**src/rtl/stopwatch_pkg.sv**
```systemverilog
// Shared types and default sizing for the MM:SS stopwatch control slice.
// Optional lap-hold feature is enabled with the STOPWATCH_LAP_HOLD_EN macro.
package stopwatch_pkg;

  localparam int DEF_MAX_MIN = 59;
  localparam int DEF_MAX_SEC = 59;
  localparam int DEF_CNT_W   = 8;

  // Encoding is visible on the debug state port and must stay fixed.
  typedef enum logic [1:0] {
    ST_IDLE  = 2'd0,
    ST_RUN   = 2'd1,
    ST_PAUSE = 2'd2,
    ST_ADJ   = 2'd3
  } sw_state_e;

endpackage

```
**src/rtl/stopwatch_ctrl_mod_n_counter.sv**
```systemverilog
// Modulo-(MAX+1) up counter used for both the minutes and seconds fields.
// wrap flags an increment at the terminal value; hold freezes the value so
// the owner can saturate instead of wrapping.
module mod_n_counter #(
  parameter int MAX = 59,
  parameter int W   = 8
) (
  input  logic         clk,
  input  logic         rst_n,
  input  logic         clr,
  input  logic         inc,
  input  logic         hold,
  output logic [W-1:0] value,
  output logic         wrap
);

  localparam logic [W-1:0] MAX_V = W'(MAX);

  logic [W-1:0] value_d;
  logic [W-1:0] value_q;

  // Next value: clear wins, then a non-held increment wraps MAX back to 0.
  always_comb begin
    value_d = value_q;
    if (clr) begin
      value_d = '0;
    end else if (inc && !hold) begin
      value_d = (value_q == MAX_V) ? '0 : value_q + 1'b1;
    end
  end

  // Count register with synchronous active-low reset.
  always_ff @(posedge clk) begin
    if (!rst_n) begin
      value_q <= '0;
    end else begin
      value_q <= value_d;
    end
  end

  assign value = value_q;
  assign wrap  = inc & (value_q == MAX_V);

endmodule

```
**src/rtl/stopwatch_ctrl.sv**
```systemverilog
// Control/sequencing block for the 4-digit MM:SS stopwatch: owns the count,
// runs the IDLE/RUN/PAUSE/ADJ state machine and drives digit-group blanking.
// Define STOPWATCH_LAP_HOLD_EN to add the lap-hold display freeze.
//
// Control inputs are one-cycle pulses (btn_*_p, tick_*) or levels (adj_sw,
// sel_sw) sampled on posedge clk; there is no handshaking, every output is a
// register updated on the edge that samples the causing input.
module stopwatch_ctrl
  import stopwatch_pkg::*;
#(
  parameter int MAX_MIN = DEF_MAX_MIN,
  parameter int MAX_SEC = DEF_MAX_SEC,
  parameter int CNT_W   = DEF_CNT_W
) (
  input  logic             clk,
  input  logic             rst_n,
  input  logic             tick_1hz,
  input  logic             tick_blink,
  input  logic             btn_pause_p,
  input  logic             btn_clr_p,
  input  logic             btn_inc_p,
  input  logic             adj_sw,
  input  logic             sel_sw,
  output logic [CNT_W-1:0] minutes,
  output logic [CNT_W-1:0] seconds,
  output logic             blank_min,
  output logic             blank_sec,
  output logic             running,
  output logic [1:0]       state,
  output logic             full_p
`ifdef STOPWATCH_LAP_HOLD_EN
  ,
  input  logic             btn_lap_p,
  output logic             lap_active
`endif
);

  sw_state_e state_d, state_q;
  logic      blink_d, blink_q;
  logic      blank_min_d, blank_min_q;
  logic      blank_sec_d, blank_sec_q;
  logic      running_d, running_q;
  logic      full_d, full_q;

  logic             run_tick;
  logic             adj_live;
  logic             adj_sec_inc;
  logic             adj_min_inc;
  logic             sec_inc;
  logic             min_inc;
  logic             sec_wrap;
  logic             min_wrap;
  logic             sat_hold;
  logic [CNT_W-1:0] min_val;
  logic [CNT_W-1:0] sec_val;

  // Counter controls. A clear discards every other event in the cycle, and
  // leaving ADJ (adj_sw low) takes priority over an increment.
  assign run_tick    = (state_q == ST_RUN) & ~btn_clr_p & tick_1hz;
  assign adj_live    = (state_q == ST_ADJ) & ~btn_clr_p & adj_sw;
  assign adj_sec_inc = adj_live & btn_inc_p & ~sel_sw;
  assign adj_min_inc = adj_live & btn_inc_p & sel_sw;
  assign sec_inc     = run_tick | adj_sec_inc;
  assign min_inc     = (run_tick & sec_wrap) | adj_min_inc;
  // In RUN a minutes wrap can only come from a tick at MAX_MIN:MAX_SEC,
  // which must saturate rather than roll over to 00:00.
  assign sat_hold    = run_tick & min_wrap;

  mod_n_counter #(
    .MAX (MAX_SEC),
    .W   (CNT_W)
  ) u_sec_cnt (
    .clk   (clk),
    .rst_n (rst_n),
    .clr   (btn_clr_p),
    .inc   (sec_inc),
    .hold  (sat_hold),
    .value (sec_val),
    .wrap  (sec_wrap)
  );

  mod_n_counter #(
    .MAX (MAX_MIN),
    .W   (CNT_W)
  ) u_min_cnt (
    .clk   (clk),
    .rst_n (rst_n),
    .clr   (btn_clr_p),
    .inc   (min_inc),
    .hold  (sat_hold),
    .value (min_val),
    .wrap  (min_wrap)
  );

  // Next-state and next-output logic for the sequencing FSM.
  always_comb begin
    state_d = state_q;
    full_d  = sat_hold;
    if (btn_clr_p) begin
      state_d = ST_IDLE;
    end else begin
      unique case (state_q)
        ST_IDLE: begin
          if (adj_sw)           state_d = ST_ADJ;
          else if (btn_pause_p) state_d = ST_RUN;
        end
        ST_RUN: begin
          if (sat_hold || btn_pause_p) state_d = ST_PAUSE;
        end
        ST_PAUSE: begin
          if (adj_sw)           state_d = ST_ADJ;
          else if (btn_pause_p) state_d = ST_RUN;
        end
        ST_ADJ: begin
          if (!adj_sw) state_d = ST_PAUSE;
        end
        default: state_d = ST_IDLE;
      endcase
    end

    // Blink phase only advances while staying in ADJ, so every entry into
    // ADJ starts with the selected field visible.
    blink_d     = (state_q == ST_ADJ && state_d == ST_ADJ) ? (blink_q ^ tick_blink) : 1'b0;
    blank_min_d = (state_d == ST_ADJ) & sel_sw & blink_d;
    blank_sec_d = (state_d == ST_ADJ) & ~sel_sw & blink_d;
    running_d   = (state_d == ST_RUN);
  end

  // FSM state and registered status outputs.
  always_ff @(posedge clk) begin
    if (!rst_n) begin
      state_q     <= ST_IDLE;
      blink_q     <= 1'b0;
      blank_min_q <= 1'b0;
      blank_sec_q <= 1'b0;
      running_q   <= 1'b0;
      full_q      <= 1'b0;
    end else begin
      state_q     <= state_d;
      blink_q     <= blink_d;
      blank_min_q <= blank_min_d;
      blank_sec_q <= blank_sec_d;
      running_q   <= running_d;
      full_q      <= full_d;
    end
  end

  assign state     = state_q;
  assign running   = running_q;
  assign full_p    = full_q;
  assign blank_min = blank_min_q;
  assign blank_sec = blank_sec_q;

`ifdef STOPWATCH_LAP_HOLD_EN
  logic             lap_active_d, lap_active_q;
  logic [CNT_W-1:0] lap_min_d, lap_min_q;
  logic [CNT_W-1:0] lap_sec_d, lap_sec_q;

  // Lap toggle: first press snapshots the live count, second press releases.
  // Any exit from RUN (including clear) drops the hold.
  always_comb begin
    lap_active_d = lap_active_q;
    lap_min_d    = lap_min_q;
    lap_sec_d    = lap_sec_q;
    if (state_q == ST_RUN && btn_lap_p) begin
      if (lap_active_q) begin
        lap_active_d = 1'b0;
      end else begin
        lap_active_d = 1'b1;
        lap_min_d    = min_val;
        lap_sec_d    = sec_val;
      end
    end
    if (state_d != ST_RUN) begin
      lap_active_d = 1'b0;
    end
  end

  // Lap snapshot registers.
  always_ff @(posedge clk) begin
    if (!rst_n) begin
      lap_active_q <= 1'b0;
      lap_min_q    <= '0;
      lap_sec_q    <= '0;
    end else begin
      lap_active_q <= lap_active_d;
      lap_min_q    <= lap_min_d;
      lap_sec_q    <= lap_sec_d;
    end
  end

  assign lap_active = lap_active_q;
  assign minutes    = lap_active_q ? lap_min_q : min_val;
  assign seconds    = lap_active_q ? lap_sec_q : sec_val;
`else
  assign minutes = min_val;
  assign seconds = sec_val;
`endif

endmodule

```
**config.mk**
```make
export PLATFORM = sky130hd
export DESIGN_NAME = stopwatch_ctrl
export DESIGN_NICKNAME = d
export VERILOG_FILES = /design/src/rtl/stopwatch_pkg.sv /design/src/rtl/stopwatch_ctrl_mod_n_counter.sv /design/src/rtl/stopwatch_ctrl.sv
export SDC_FILE = /design/constraint.sdc
export NUM_CORES = 1
export LEC_CHECK = 0
export BUFFER_PORTS_ARGS = -buffer_cell sky130_fd_sc_hd__buf_4
export CAP_MARGIN = 20
export CORE_AREA = 5 5 63 65
export CTS_CLUSTER_SIZE = 20
export DETAILED_ROUTE_END_ITERATION = 12
export DIE_AREA = 0 0 68 70
export PLACE_DENSITY = 0.59
export SYNTH_ARGS = -nofsm -noshare
export SYNTH_HDL_FRONTEND = slang
export SYNTH_SLANG_ARGS = --single-unit
export TNS_END_PERCENT = 30
```
**constraint.sdc**
```tcl
create_clock -name clk -period 2.4 [get_ports clk]
set_clock_uncertainty 0.1 [all_clocks]
set_input_delay 0.12 -clock clk [delete_from_list [all_inputs] [get_ports clk]]
set_output_delay 0.12 -clock clk [all_outputs]
set_load 0.005 [all_outputs]
```
==> results of run 1 <==
[registers in the layout, summed over array words and instances, names as in the netlist]
| signal | cells |
|---|---|
| blank_min | 1 |
| running | 1 |
| full_p | 1 |
| blink_q | 1 |
| blank_sec | 1 |
| u_min_cnt.value | 8 |
| state | 2 |
| u_sec_cnt.value | 8 |
[layout make-up]
| cell class | count | area (um^2) |
|---|---|---|
| Clock buffer | 3 | 22.5 |
| Clock inverter | 1 | 5.00 |
| Fill cell | 333 | 1800 |
| Inverter | 4 | 15.0 |
| Multi-Input combinational cell | 92 | 638 |
| Sequential cell | 23 | 460 |
| Tap cell | 46 | 57.6 |
| Timing Repair Buffer | 37 | 288 |
[cells by family (layout without fill, tap and decap cells)]
kind of cell	Yosys count	count (layout)
simple gates	53	53
compound gates	31	31
flops	23	23
buf+inv	8	45
xor+xnor	6	6
fa+ha+maj	2	2
[cells in the final DEF (no fill, tap or decap), drive strengths merged, types with 2 or more instances in the layout]
cell	Yosys	routed
o31ai	3	3
o2111ai	2	2
a21oi	6	6
nor4	5	5
o21ai	2	2
nor3	4	4
xor2	5	5
or4	2	2
nor2	10	10
nand2	11	11
nand3	4	4
ha	2	2
o211ai	4	4
buf	1	33
dfxtp	23	23
or2	3	3
dlygate4sd3	0	4
o311ai	2	2
inv	4	4
and2	3	3
clkbuf	3	3
or3	3	3
a31oi	3	3
nor2b	2	2
or4b	2	2
[routing by layer]
| metal | routed length [um] | up-vias |
|---|---|---|
| met2 | 1280 | 25 |
| li1 | - | 544 |
| met1 | 1300 | 504 |
| met3 | 114 | 6 |
| met5 | 0 | - |
| met4 | 55 | 0 |
[repair_timing]
item / 4_1_cts / 5_1_grt
buffers inserted: 0 / 0
endpoints found under the setup margin: 0 / 9
hold buffers: 4 / 0
resized for setup: 0 / 2
endpoints found under the hold margin: 4 / 0
[worst max-delay path, cell delays in order (launching register included)]
cell     delay, ns
dfxtp_1       0.38
ha_1          0.25
or4b_4        0.24
nor2_2        0.07
o211a_2       0.31
or4b_2        0.66
o311a_1       0.15
[power groups by stage]
stage / sequential (mW) / clock, mW / combinational, mW
finish: 0.388 / 0.181 / 0.0506
CTS: 0.388 / 0.190 / 0.0508
detailed placement: 0.396 / 0 / 0.0453
global placement: 0.396 / 0 / 0.0444
floorplan: 0.396 / 0 / 0.0215
global route: 0.389 / 0.208 / 0.0559
[through the flow]
stage / util [%] / area, um^2 / total power, mW / setup slack [ns] / instances
2_1_floorplan: - / 1130 / 0.418 / 0.255 / 123
3_3_place_gp: 43.1 / 1420 / 0.441 / 0.195 / 198
3_5_place_dp: 43.1 / 1420 / 0.442 / 0.0941 / 198
4_1_cts: 45.2 / 1480 / 0.629 / 0.0681 / 206
5_1_grt: 45.3 / 1490 / 0.653 / 0.00543 / 206
6_report: 45.3 / 1490 / 0.619 / 0.165 / 206
[worst min path at each step]
stage | to | slack [ns] | cells past startpoint
3_3_place_gp | blank_sec | 0.21 | 2
2_1_floorplan | blank_sec | 0.1 | 1
4_1_cts | blank_sec | 0.01 | 4
5_1_grt | blank_sec | 0.05 | 4
3_5_place_dp | blank_sec | 0.21 | 2
6_report | blank_sec | 0.02 | 4
[cells in the mapped netlist, types with 2 or more instances]
cell type and count:
dfxtp_1 23, nand2_1 11, nor2_1 10, a21oi_1 6, xor2_1 5, inv_1 4
nand3_1 4, nor4_1 4, o211ai_1 4, a31oi_1 3, and2_1 3, nor3_1 3
o31ai_1 3, or2_2 3, or3_1 3, clkbuf_1 2, ha_1 2, nor2b_1 2
o21ai_0 2, o311ai_0 2, or4_1 2
==> summary.md, run 1 <==
| Metric | Value |
|---|---|
| Status | `completed` |
| Fraction of registers with async set/reset | `0%` |
| Switch share | `23.9%` |
| Xor/xnor share of the synthesized area | `between 4 and 5%` |
| Final-stage net count | `roughly 170` |
| Worst setup EP type | `flop` |
| First-pass GRT wire length | `4700 um` |
| Final GP Congestion | `between 0.8 and 0.9` |
| Startpoint Class | `flop` |
| Post-Synth Adder-Cell Area | `under 10%` |
| Count of flip-flops with a built-in enable after synthesis | `0` |
| DRT Pass-1 Iters | `4` |
| Final hold vios | `0` |
| FF-to-FF Start | `u_sec_cnt.value[0]` |
| Part of the power in registers | `a little over three fifths` |
| PD cells | `around 420 mW/mm^2` |
| CTS tree | `yes` |
| Largest net degree at the start of global routing | `14` |
| VDD IR max | `0.000193 V` |
| CORE AREA | `0.00328 mm^2` |
| Reg clk slew, reported paths | `approximately 0.14 ns` |
| Sink Count | `23` |
| Hold Startpoint | `tick_blink` |
| Ports | `31` |
| Routed length per instance | `13.3 um` |
| Final Max Tran Viols | `0` |
| Antenna diodes | `0` |
| Hold Crit Class | `primary input to flop` |
| Post-synthesis simple-gate area fraction | `~29%` |
| Synthesized flop and latch total | `23` |
| Die Height | `70 um` |
| Sequential element share of the synthesized area | `40.8%` |
| Number of routed nets with antenna violations | `0` |
| CP required | `2.52 ns` |
| CP endpoint | `state[1]` |
| Vias per cell | `5.24` |
| Drc violations | `0` |
| Worst setup startpoint | `u_sec_cnt.value[0]` |
| Dominant synthesized flop cell | `dfxtp_1` |
| Max Fclk | `roughly 0.45 GHz` |
| Post-synthesis cell area | `between 0.001 and 0.0015 mm^2` |
| Met1 usage | `~16%` |
| Mapped Avg Cell Area | `9.18 um^2` |
| Worst hold margin | `roughly 0.023 ns` |
| Share of cells above drive strength 1 | `a little under a third` |
| Row count | `21` |
| CTS Buf Count | `3` |
| Top cells by area, synth | `dfxtp_1 (41%), xor2_1 (3.9%), nand2_1 (3.7%)` |
| Total gr overflow | `0` |
| Die area | `0.00476 mm^2` |
| Reg2Reg Depth | `6` |
| Via Count | `about 1100` |
| Grt met3 use | `2.24%` |
| Starting DRT DRC Count | `66` |
| Max clock buf depth | `2` |
| I/O Buffers | `30` |
| Logic pwr share | `roughly 8.2%` |
| Post-Syn Instances | `123` |
| Total GRT Usage | `12.2%` |
| Max Cap Viol | `0` |
| Syn Nets | `between 100 and 150` |
| Synth top area share | `40.8%` |
| Final Setup Violations | `0` |
| P_sw | `around 0.15 mW` |
| Detailed Place HPWL | `a little over 2000 um` |
| Initial Utilization | `about a third` |
| GR Util met2 | `between 10% and 20%` |
| Vias in the first global route | `approximately 1100` |
| H-Tree Depth | `1` |
| Top Usage Layer GRT | `met2` |
| Die W | `68 um` |
| Pint | `0.472 mW` |
| RSZ-0062 raised after global routing | `false` |
| Compound-Gate Fraction of Synth Area | `a little over a fifth` |
| Setup TNS | `0 ns` |
| Relative slew slack | `between 50% and 60%` |
| Worst skew pair latency | `between 0.3 and 0.4 ns` |
| Kind of critical path | `flop to flop` |
| Minimum clock period | `roughly 2.2 ns` |
| Crit path max fanout | `8` |
| Post-Route WL | `~2700 um` |
| Post-synth cell types | `43` |
| R2r endpoint | `state[1]` |
| Area Growth Syn to Fin | `31.7%` |
| P_leak | `0.586 nW` |
| Worst slew pin tran | `just over 0.7 ns` |
| Largest family of logic cells by synthesized area | `simple AND/OR/NAND/NOR gates` |
| Yosys top cell by area | `dfxtp_1` |
| Ys Warns | `0` |
| Final period util | `between 90 and 100%` |
| Clock Tree Root | `clkbuf_4` |
| Initial antenna violation count | `0` |
| R2R Setup Slk | `about 0.17 ns` |
| Post-synthesis mux area share | `0%` |
| Clk pwr share | `between 20% and 30%` |
| Worst EP arrival | `between 2 and 2.5 ns` |
No activity file was read; power rests on OpenSTA's default activity.
==> inputs of run 2 (changes only) <==
- CORE_AREA: 5 5 63 65 -> 5 5 64 66
- DIE_AREA: 0 0 68 70 -> 0 0 69 71
- PLACE_DENSITY: 0.59 -> 0.58
- SYNTH_HIERARCHICAL: unset -> 1
==> run 2 against run 1 <==
Against the previous run:
- first-iteration DRC count is 7.6% higher
- sequential cell count stayed put
- clock power hardly changed
- clock-buffer cell count is 1 higher
- cell count is 12% higher
- maximum frequency is 6.3% lower
- die area is 2.9% higher
- non-clock buffer count is 19 higher
- area after synthesis is 1.6% higher
- power is 1.3% higher
- cell area is 15% higher
- synthesized cell count is 0.81% lower
- critical path type unchanged
- largest cell class unchanged
- highest routed layer unchanged
==> summary.md, run 2 <==
| Metric | Value |
|---|---|
| H-Tree Depth | `1` |
| RSZ-0062 raised after global routing | `true` |
| CTS Buf Count | `3` |
| Dominant synthesized flop cell | `dfxtp_1` |
| Kind of critical path | `flop to flop` |
| Detailed Place HPWL | `around 2200 um` |
| CORE AREA | `0.00352 mm^2` |
| Number of routed nets with antenna violations | `0` |
| Top sig layer | `met4` |
| Starting DRT DRC Count | `~70` |
| Mapped Avg Cell Area | `~9.4 um^2` |
| Final Max Tran Viols | `0` |
| Worst EP arrival | `around 2.5 ns` |
| Clock Tree Root | `clkbuf_4` |
| Area Growth Syn to Fin | `48.9%` |
| Final-stage net count | `just under 200` |
| Post-synth cell types | `32` |
| Worst hold stages | `3` |
| Synth top area share | `~40%` |
| Reg2Reg Depth | `13` |
| Final hold vios | `0` |
| Largest net degree at the start of global routing | `13` |
| Worst setup EP type | `flop` |
| Drc violations | `0` |
| Commonest cells after routing, fill and taps aside | `buf_4 (50), dfxtp_1 (22), a21oi_1 (14)` |
| Initial Utilization | `32.5%` |
| Met1 WL | `1440 um` |
| Top cells by area, synth | `dfxtp_1 (40%), a21oi_1 (6.1%), o311ai_4 (4.6%)` |
| Cell with the most instances after synthesis | `dfxtp_1` |
| Worst path bufs/invs | `4` |
| Final period util | `99.4%` |
| First-pass GRT wire length | `5120 um` |
| Post-synthesis cell area | `between 0.001 and 0.0015 mm^2` |
| PD cells | `approximately 370 mW/mm^2` |
| Minimum clock period | `roughly 2.4 ns` |
| Total GRT Usage | `around 13%` |
| Most common cell after layout, fill and taps aside | `buf_4` |
| Syn Nets | `about 130` |
| Ys Warns | `6` |
| Length of routed met3 wiring | `132 um` |
| I/O Buffers | `30` |
| Initial antenna violation count | `0` |
| Hold Crit Class | `primary input to flop` |
| Post-Route WL | `between 3000 and 4000 um` |
| Ports | `31` |
| Fillers | `between 300 and 400` |
| Die area | `0.00490 mm^2` |
| Max Cap Viol | `0` |
| Crit-path cells | `nand4b_1, o21ai_1, and3b_2, inv_2, nor3_2, nand3b_1, o21ai_2, buf_4, buf_4, or2b_1, o311ai_4, buf_6, a21oi_1` |
| Slowest-stage cell, CP | `dfxtp_2` |
| Antenna diodes | `0` |
| CTS tree | `yes` |
| Worst slew pin tran | `0.435 ns` |
| Top Family by Delay on Critical Path | `simple AND/OR/NAND/NOR gates` |
| DRT Pass-1 Iters | `4` |
| Count of flip-flops with a built-in enable after synthesis | `0` |
| Crit-path max cell delay | `about 0.36 ns` |
| Relative slew slack | `a little under three quarters` |
| Reg clk slew, reported paths | `about 0.12 ns` |
| Vias per cell | `around 5` |
| Final GP Congestion | `roughly 0.8` |
| Crit path max fanout | `8` |
| Cell mode on critical path | `buf_4` |
| Post-synth top cells | `dfxtp_1 (23), a21oi_1 (14), nand2_1 (10)` |
| Xor/xnor share of the synthesized area | `under 10%` |
| Pre-CTS WS | `-0.0713 ns` |
| Worst skew pair latency | `approximately 0.31 ns` |
| Row count | `22` |
| Post-Synth Adder-Cell Area | `under 10%` |
| CP required | `between 2 and 3 ns` |
| Final Setup Violations | `0` |
| Yosys top cell by area | `dfxtp_1` |
| Routed length per instance | `~13 um` |
| Synthesized flop and latch total | `23` |
| CP Depth | `13` |
| Total gr overflow | `0` |
| WL met2 | `1410 um` |
| Max clock buf depth | `2` |
| Sink Count | `23` |
| Post-synthesis mux area share | `0%` |
| Compound-Gate Fraction of Synth Area | `roughly 18%` |
| Post-synthesis simple-gate area fraction | `around a third` |
| Via Count | `~1100` |
| Sequential element share of the synthesized area | `around 40%` |
| Die Height | `71 um` |
| Startpoint Class | `flop` |
| Vias in the first global route | `between 1000 and 1500` |
| Final Worst Setup Slack | `about 0.015 ns` |
| VDD IR max | `~0.00024 V` |
| Share of cells above drive strength 1 | `41.2%` |
| Max Fclk | `0.419 GHz` |
| Die W | `69 um` |
| Status | `completed` |
| Post-Syn Instances | `approximately 120` |
| Fraction of registers with async set/reset | `0%` |
| P_leak | `around 0.75 nW` |
| Setup TNS | `0 ns` |
| Largest family of logic cells by synthesized area | `simple AND/OR/NAND/NOR gates` |
-- run 2: cell types whose count changed after synthesis, moves of 3 or more --
cell      before  now
a21oi_1        6   14
a31oi_1        3    0
o21ai_0        2    8
or3_1          3    6
nand3b_1       0    4
nor2_1        10    6
or2_2          3    0
nand3_1        4    1
nor4_1         4    0
o211ai_1       4    0
nand4_1        1    4
-- run 2: kinds of logic (layout without fill, tap and decap cells) --
logic type	Yosys count	in the layout
AOI/OAI and AO/OA	29	29
buffers and inverters	5	65
and+or+nand+nor	58	58
DFF	23	23
adders and majority gates	2	2
xor gates and xnor gates	5	5
-- run 2: final timing paths --
kind                                          from            endpoint  slack, ns
worst min-delay path                   btn_pause_p            state[0]       0.02
worst max-delay path                      state[1]  u_min_cnt/value[5]       0.02
worst max register to register            state[1]  u_min_cnt/value[5]       0.02
worst min register to register  u_min_cnt/value[7]  u_min_cnt/value[7]       0.41
-- run 2: layout make-up --
type | count | area [um^2] | share of cell area, %
Inverter | 5 | 18.8 | 1.10
Tap cell | 48 | 60.1 | 3.52
Multi-Input combinational cell | 94 | 699 | 41.0
Clock buffer | 4 | 26.3 | 1.54
Sequential cell | 23 | 462 | 27.1
Timing Repair Buffer | 56 | 440 | 25.8
-- run 2: power by group --
group	internal [mW]	switching, mW	total, mW
Sequential	0.385	0.00150	0.386
Combinational	0.0337	0.0272	0.0609
Clock	0.0649	0.115	0.180
Total	0.483	0.144	0.627
-- run 2: metal layers --
metal / global-route usage [%] / vias up
met5: 0 / -
met4: 5.21 / 0
met3: 2.98 / 4
met2: 21.0 / 27
met1: 15.8 / 521
li1: - / 571
-- run 2: through the flow --
stage | std cells | power, mW | area, um^2 | utilization (%) | hold slack [ns]
after global placement | 215 | 0.447 | 1560 | 44.2 | 0.204
after global routing | 230 | 0.660 | 1710 | 48.4 | 0.0224
after floorplan | 122 | 0.419 | 1160 | - | 0.0916
final | 230 | 0.627 | 1710 | 48.4 | 0.0205
after detailed placement | 215 | 0.448 | 1560 | 44.2 | 0.206
after CTS | 226 | 0.636 | 1660 | 47.1 | 0.00674
-- run 2: worst register-to-register path, delay by kind of cell, from the launching register on --
kind / cells / cell delay (ns)
buf+inv: 4 / 0.46
simple gates: 5 / 0.79
compound gates: 4 / 0.56
flops: 1 / 0.36
-- run 2: what timing repair did --
| item | 4_1_cts | 5_1_grt |
|---|---|---|
| pin swaps | 8 | 9 |
| hold endpoints to repair | 3 | 0 |
| setup buffers | 5 | 4 |
| gates resized for setup | 6 | 6 |
| hold buffers | 2 | 0 |
| endpoints found under the setup margin | 16 | 16 |
